File: src/rtl/counter_sched.sv
// counter_sched: programmable-period periodic / one-shot timer scheduler.
// Drives the synchronous clear of an external up-counter (count_i / cntNrstSync_o)
// and produces a one-cycle tick per elapsed period plus a wrapping tick tally.
// Optional sticky interrupt enabled by defining COUNTER_SCHED_IRQ_EN; without it
// irq_o is tied low and irqClr_i is ignored (ports stay present).
//
// Configuration handshake: cfgReady_o is high whenever the FSM is IDLE; a
// transfer happens on a rising edge where cfgValid_i && cfgReady_o, latching
// period_i and oneshot_i. While RUN the request is simply held off (ready low)
// and completes once the timer is back in IDLE.
//
// FSM state is observable on busy_o, which is the registered state (RUN = 1).
module counter_sched #(
  parameter int BW = 4
) (
  input  logic          clk_i,
  input  logic          nrst_i,
  input  logic          cfgValid_i,
  output logic          cfgReady_o,
  input  logic [BW-1:0] period_i,
  input  logic          oneshot_i,
  input  logic          start_i,
  input  logic          stop_i,
  input  logic [BW-1:0] count_i,
  output logic          cntNrstSync_o,
  output logic          busy_o,
  output logic          tick_o,
  output logic [BW-1:0] ticks_o,
  output logic          irq_o,
  input  logic          irqClr_i
);

  typedef enum logic {
    IDLE = 1'b0,
    RUN  = 1'b1
  } state_t;

  localparam logic [BW-1:0] ONE = {{(BW-1){1'b0}}, 1'b1};

  state_t        state_q, state_d;
  logic [BW-1:0] period_q, period_d;
  logic          oneshot_q, oneshot_d;
  logic [BW-1:0] ticks_q, ticks_d;
  logic          tick_q, tick_d;
  logic          terminal;
  logic          cfg_fire;

  // Terminal count: last cycle of the period, compared in BW bits.
  assign terminal      = (state_q == RUN) && (count_i == (period_q - ONE));
  // Counter runs only in RUN and is cleared at terminal so each period is P cycles.
  assign cntNrstSync_o = (state_q == RUN) && !terminal;
  assign cfgReady_o    = (state_q == IDLE);
  assign busy_o        = (state_q == RUN);
  assign tick_o        = tick_q;
  assign ticks_o       = ticks_q;

  // Next-state, configuration latch and tick/tally computation.
  always_comb begin
    state_d   = state_q;
    period_d  = period_q;
    oneshot_d = oneshot_q;
    ticks_d   = ticks_q;
    tick_d    = 1'b0;
    cfg_fire  = cfgValid_i && (state_q == IDLE);

    if (cfg_fire) begin
      period_d  = period_i;
      oneshot_d = oneshot_i;
    end

    case (state_q)
      IDLE: begin
        // Start legality uses the period register as it was before this edge.
        if (start_i && !stop_i && (period_q != '0)) begin
          state_d = RUN;
          ticks_d = '0;
        end
      end
      RUN: begin
        if (stop_i) begin
          state_d = IDLE;
        end else if (terminal) begin
          tick_d  = 1'b1;
          ticks_d = ticks_q + ONE;
          if (oneshot_q) begin
            state_d = IDLE;
          end
        end
      end
      default: state_d = IDLE;
    endcase
  end

  // State and datapath registers, asynchronously cleared by nrst_i.
  always_ff @(posedge clk_i or negedge nrst_i) begin
    if (!nrst_i) begin
      state_q   <= IDLE;
      period_q  <= '0;
      oneshot_q <= 1'b0;
      ticks_q   <= '0;
      tick_q    <= 1'b0;
    end else begin
      state_q   <= state_d;
      period_q  <= period_d;
      oneshot_q <= oneshot_d;
      ticks_q   <= ticks_d;
      tick_q    <= tick_d;
    end
  end

`ifdef COUNTER_SCHED_IRQ_EN
  logic irq_q, irq_d;

  // Sticky interrupt: set by each tick (set wins), cleared by irqClr_i.
  always_comb begin
    irq_d = irq_q;
    if (tick_d) begin
      irq_d = 1'b1;
    end else if (irqClr_i) begin
      irq_d = 1'b0;
    end
  end

  // Interrupt flop; survives stop/start, cleared only by reset or irqClr_i.
  always_ff @(posedge clk_i or negedge nrst_i) begin
    if (!nrst_i) begin
      irq_q <= 1'b0;
    end else begin
      irq_q <= irq_d;
    end
  end

  assign irq_o = irq_q;
`else
  logic unused_irq_clr;
  assign unused_irq_clr = irqClr_i;
  assign irq_o          = 1'b0;
`endif

endmodule

File: config.mk
export PLATFORM = sky130hd
export DESIGN_NAME = counter_sched
export DESIGN_NICKNAME = d
export VERILOG_FILES = /design/src/rtl/counter_sched.sv
export SDC_FILE = /design/constraint.sdc
export NUM_CORES = 1
export LEC_CHECK = 0
export ABC_AREA = 1
export BUFFER_PORTS_ARGS = -buffer_cell sky130_fd_sc_hd__buf_4
export CAP_MARGIN = 20
export CORE_AREA = 5 5 54 56
export DETAILED_ROUTE_END_ITERATION = 8
export DIE_AREA = 0 0 59 61
export GPL_TIMING_DRIVEN = 0
export HOLD_SLACK_MARGIN = 0.05
export PLACE_DENSITY_LB_ADDON = 0.15
export SETUP_SLACK_MARGIN = 0.5
export SYNTH_ARGS = -nofsm -noshare
export SYNTH_HDL_FRONTEND = slang
export SYNTH_SLANG_ARGS = --single-unit
File: constraint.sdc
create_clock -name clk_i -period 1.9 [get_ports clk_i]
set_clock_uncertainty 0.05 [all_clocks]
set_input_delay 0.19 -clock clk_i [delete_from_list [all_inputs] [get_ports clk_i]]
set_output_delay 0.19 -clock clk_i [all_outputs]
set_load 0.05 [all_outputs]
==> impl_results.md <==
* F_max at ~550 MHz
* Sequential share of power at around 36%
* Via count at ~660
* Switching Share at around two fifths
* Crit path cell chain: inv_2, ha_4, inv_2, nand2_2, nand2_2, nor2_4, nand3_2, nand2_2, clkinvlp_4, buf_8
* Period minus WS final at ~1.8 ns
* Share of cells above drive strength 1 at around half
* Final hold violation count at 0
* Final setup fails at 0
* Total Power at between 800 and 900 µW
* Finished layout cell area at ~1000 µm²
* I/O pin total at 24
* # rows at 18
* Leak pwr at 0.0005448 µW
* Routed wire length per instance at 10.00 µm
* Drt first-iter violations at 13
* Synth area leaders: dfrtp_1, nand2_1, inv_1
* Total negative slack at 0 ns
* Final std cells w/o fill at between 150 and 200
* Via/cell ratio at 4.279
* GRT Resource Usage Total at 9.686%
* Dpl hpwl at 1237 µm
* P_int at between 400 and 500 µW
* Gr busiest metal: met2
* H-tree levels at 1
* Final worst path period share at a little over nine tenths
* Mean Syn Cell Area at 7.368 µm²
* Final nets at about 140
* Sequential element share of the synthesized area at 41.51%
* Post-synthesis xor/xnor area fraction at roughly 2.6%
* Layout area overhead at 55.85%
* PortBufs at 21
* CTS tree: yes
* CTS Buffer Depth at 2
* Clk root buf: clkbuf_4
* Clk_lat worst skew at 0.26 ns
* Met3 usage in global routing at 2.979%
* Netlist cell types at 18
* Post-route ant nets at 0
* GPL Wtd Cong at 0.6977
* Adder-cell share of the synthesized area at about 3.8%
* Total die area at roughly 3600 µm²
* Die Height at 61 µm
* WP data arrival at about 1.6 ns
* RSZ-0062 raised after global routing: yes
* Vias in the first global route at roughly 660
* Post-synth top area share at between 40% and 50%
* Mapped Nets at about 110
* Commonest non-fill, non-tap cell in the layout: buf_4
* # diodes at 0
* P per Cell Area at 781.0 nW/µm²
* Startpoint Class: flop
* DRC Markers at 0
* Core area at roughly 2400 µm²
* WL final at 1540 µm
* Post-Synthesis Cells at 90
* CP Data Required Time at approximately 1.7 ns
* Status: complete, no violations
* CTS sink cnt at 11
* Main combinational cell family by area after synthesis: simple AND/OR/NAND/NOR gates
* Post-synthesis mux area share at 0%
* CTS buffer count at 3
* Crit. End Element: output pin
* Max cap viols at 0
* Synthesized-area fraction occupied by and/or/nand/nor cells at approximately a third
* VDD IR-drop max at about 0.37 mV
* Placed Area at roughly 900 µm²
* GR Util met2 at between 10% and 20%
* Cell taking the most area after synthesis: dfrtp_1
* First-pass GRT wire length at approximately 2700 µm
* Placed cells at ~140
* Most frequent cells in the layout: buf_4, nand2_1, nor2_1, dfrtp_1
* Die width at 59 µm
* Mapped Area at 663.1 µm²
* Most Frequent Cell on Critical Path: nand2_2
* Final Max Slew Viols at 0
* Yosys reg bits at 11
* Switching pwr at just over 300 µW
* Crit-path slowest cell: dfrtp_1
* Gr ovfl total at 0
* Compound-Gate Fraction of Synth Area at 6.415%
* Reg clk slew, reported paths at around 0.07 ns
* GRT met1 Usage at roughly 11%
* HP Class: primary input to flop
* Pin count of the biggest net entering global routing at 12
* YS warnings at 0
* Initial Utilization at ~28%
* Clk network pwr share at approximately a fifth
* Worst Setup Path Type: flop to output pin
* Worst path max stage delay at roughly 0.36 ns
* Antenna violations before repair at 0
* Comb pwr share at between 40 and 50%
* Maximum fanout along the worst path at 2
* DRT Pass-1 Iters at 3
-- through the flow --
step | utilization, % | setup WS (ns) | hold slack [ns]
floorplan | - | 0.3190 | -0.1556
global placement | 37.58 | 0.2384 | -0.01282
detailed placement | 37.58 | 0.2378 | -0.01325
CTS | 41.82 | 0.06779 | 0.1214
global route | 43.29 | -0.04505 | 0.1183
finish | 43.29 | 0.06822 | 0.1215
-- worst paths after layout --
| check | end | cells after the start | slack (ns) | start |
|---|---|---|---|---|
| max in group asynchronous | busy_o$_DFF_PN0_ | 2 | 1.40 | nrst_i |
| min in group asynchronous | ticks_o[0]$_DFFE_PN0P_ | 2 | 0.24 | nrst_i |
| min reg2reg | oneshot_q$_DFFE_PN0P_ | 2 | 0.48 | oneshot_q$_DFFE_PN0P_ |
| max reg2reg | ticks_o[2]$_DFFE_PN0P_ | 12 | 0.28 | period_q[1]$_DFFE_PN0P_ |
| min | oneshot_q$_DFFE_PN0P_ | 3 | 0.12 | oneshot_i |
| max | cntNrstSync_o | 10 | 0.07 | period_q[1]$_DFFE_PN0P_ |
-- power groups by stage --
stage / Combinational, µW / Sequential, µW / Clock [µW]
after floorplan: 189 / 313 / 0
after global placement: 291 / 292 / 0
after detailed placement: 292 / 293 / 0
after CTS: 340 / 288 / 162
after global routing: 398 / 292 / 180
final: 360 / 288 / 159
-- flip-flops by register name, summed over array words and instances, names as in the netlist --
register,flops
busy_o,1
ticks_o,4
oneshot_q,1
period_q,4
tick_o,1
-- kinds of logic (layout without fill, tap and decap cells) --
logic type | Yosys count | count (layout)
AOI/OAI and AO/OA | 7 | 7
xor gates and xnor gates | 2 | 2
adders and majority gates | 2 | 2
buffers and inverters | 16 | 50
DFF | 11 | 11
other | 1 | 1
and+or+nand+nor | 51 | 51
-- cells in the mapped netlist --
cell type and n:
xor2_1 1, nand4_4 1, inv_2 2, nand3_1 8, xnor2_1 1, conb_1 1, a21oi_1 5, dfrtp_1 11
nor2_1 11, clkinv_2 1, nand2_2 3, o21ai_0 1, ha_1 2, o211ai_2 1, nand2_1 27, nor2_4 1
inv_1 12, buf_4 1
-- metal layers --
layer / vias to the layer above / share of wire (%)
li1: 342 / -
met5: - / 0
met4: 0 / 0.65
met3: 2 / 5.6
met2: 10 / 51
met1: 305 / 43
-- timing repair --
action	4_1_cts	5_1_grt
endpoints found under the setup margin	7	7
resized for setup	8	5
hold buffers	1	0
endpoints found under the hold margin	11	0
pin swaps	5	3
setup buffers	5	3
-- final cells by class --
class | count | area, µm²
Fill cell | 263 | 1354
Multi-Input combinational cell | 63 | 384.1
Sequential cell | 11 | 276.5
Timing Repair Buffer | 30 | 235.2
Inverter | 15 | 66.31
Tap cell | 30 | 37.54
Clock buffer | 4 | 26.28
Buffer | 1 | 7.507
-- worst max-delay path, delay by kind of cell (launching register included) --
family / cells / cell delay, ns
buffers and inverters: 4 / 0.32
AND/OR/NAND/NOR: 5 / 0.39
flip-flops: 1 / 0.36
adder cells (fa/ha/maj): 1 / 0.27
(Power assumes the default switching activity.)
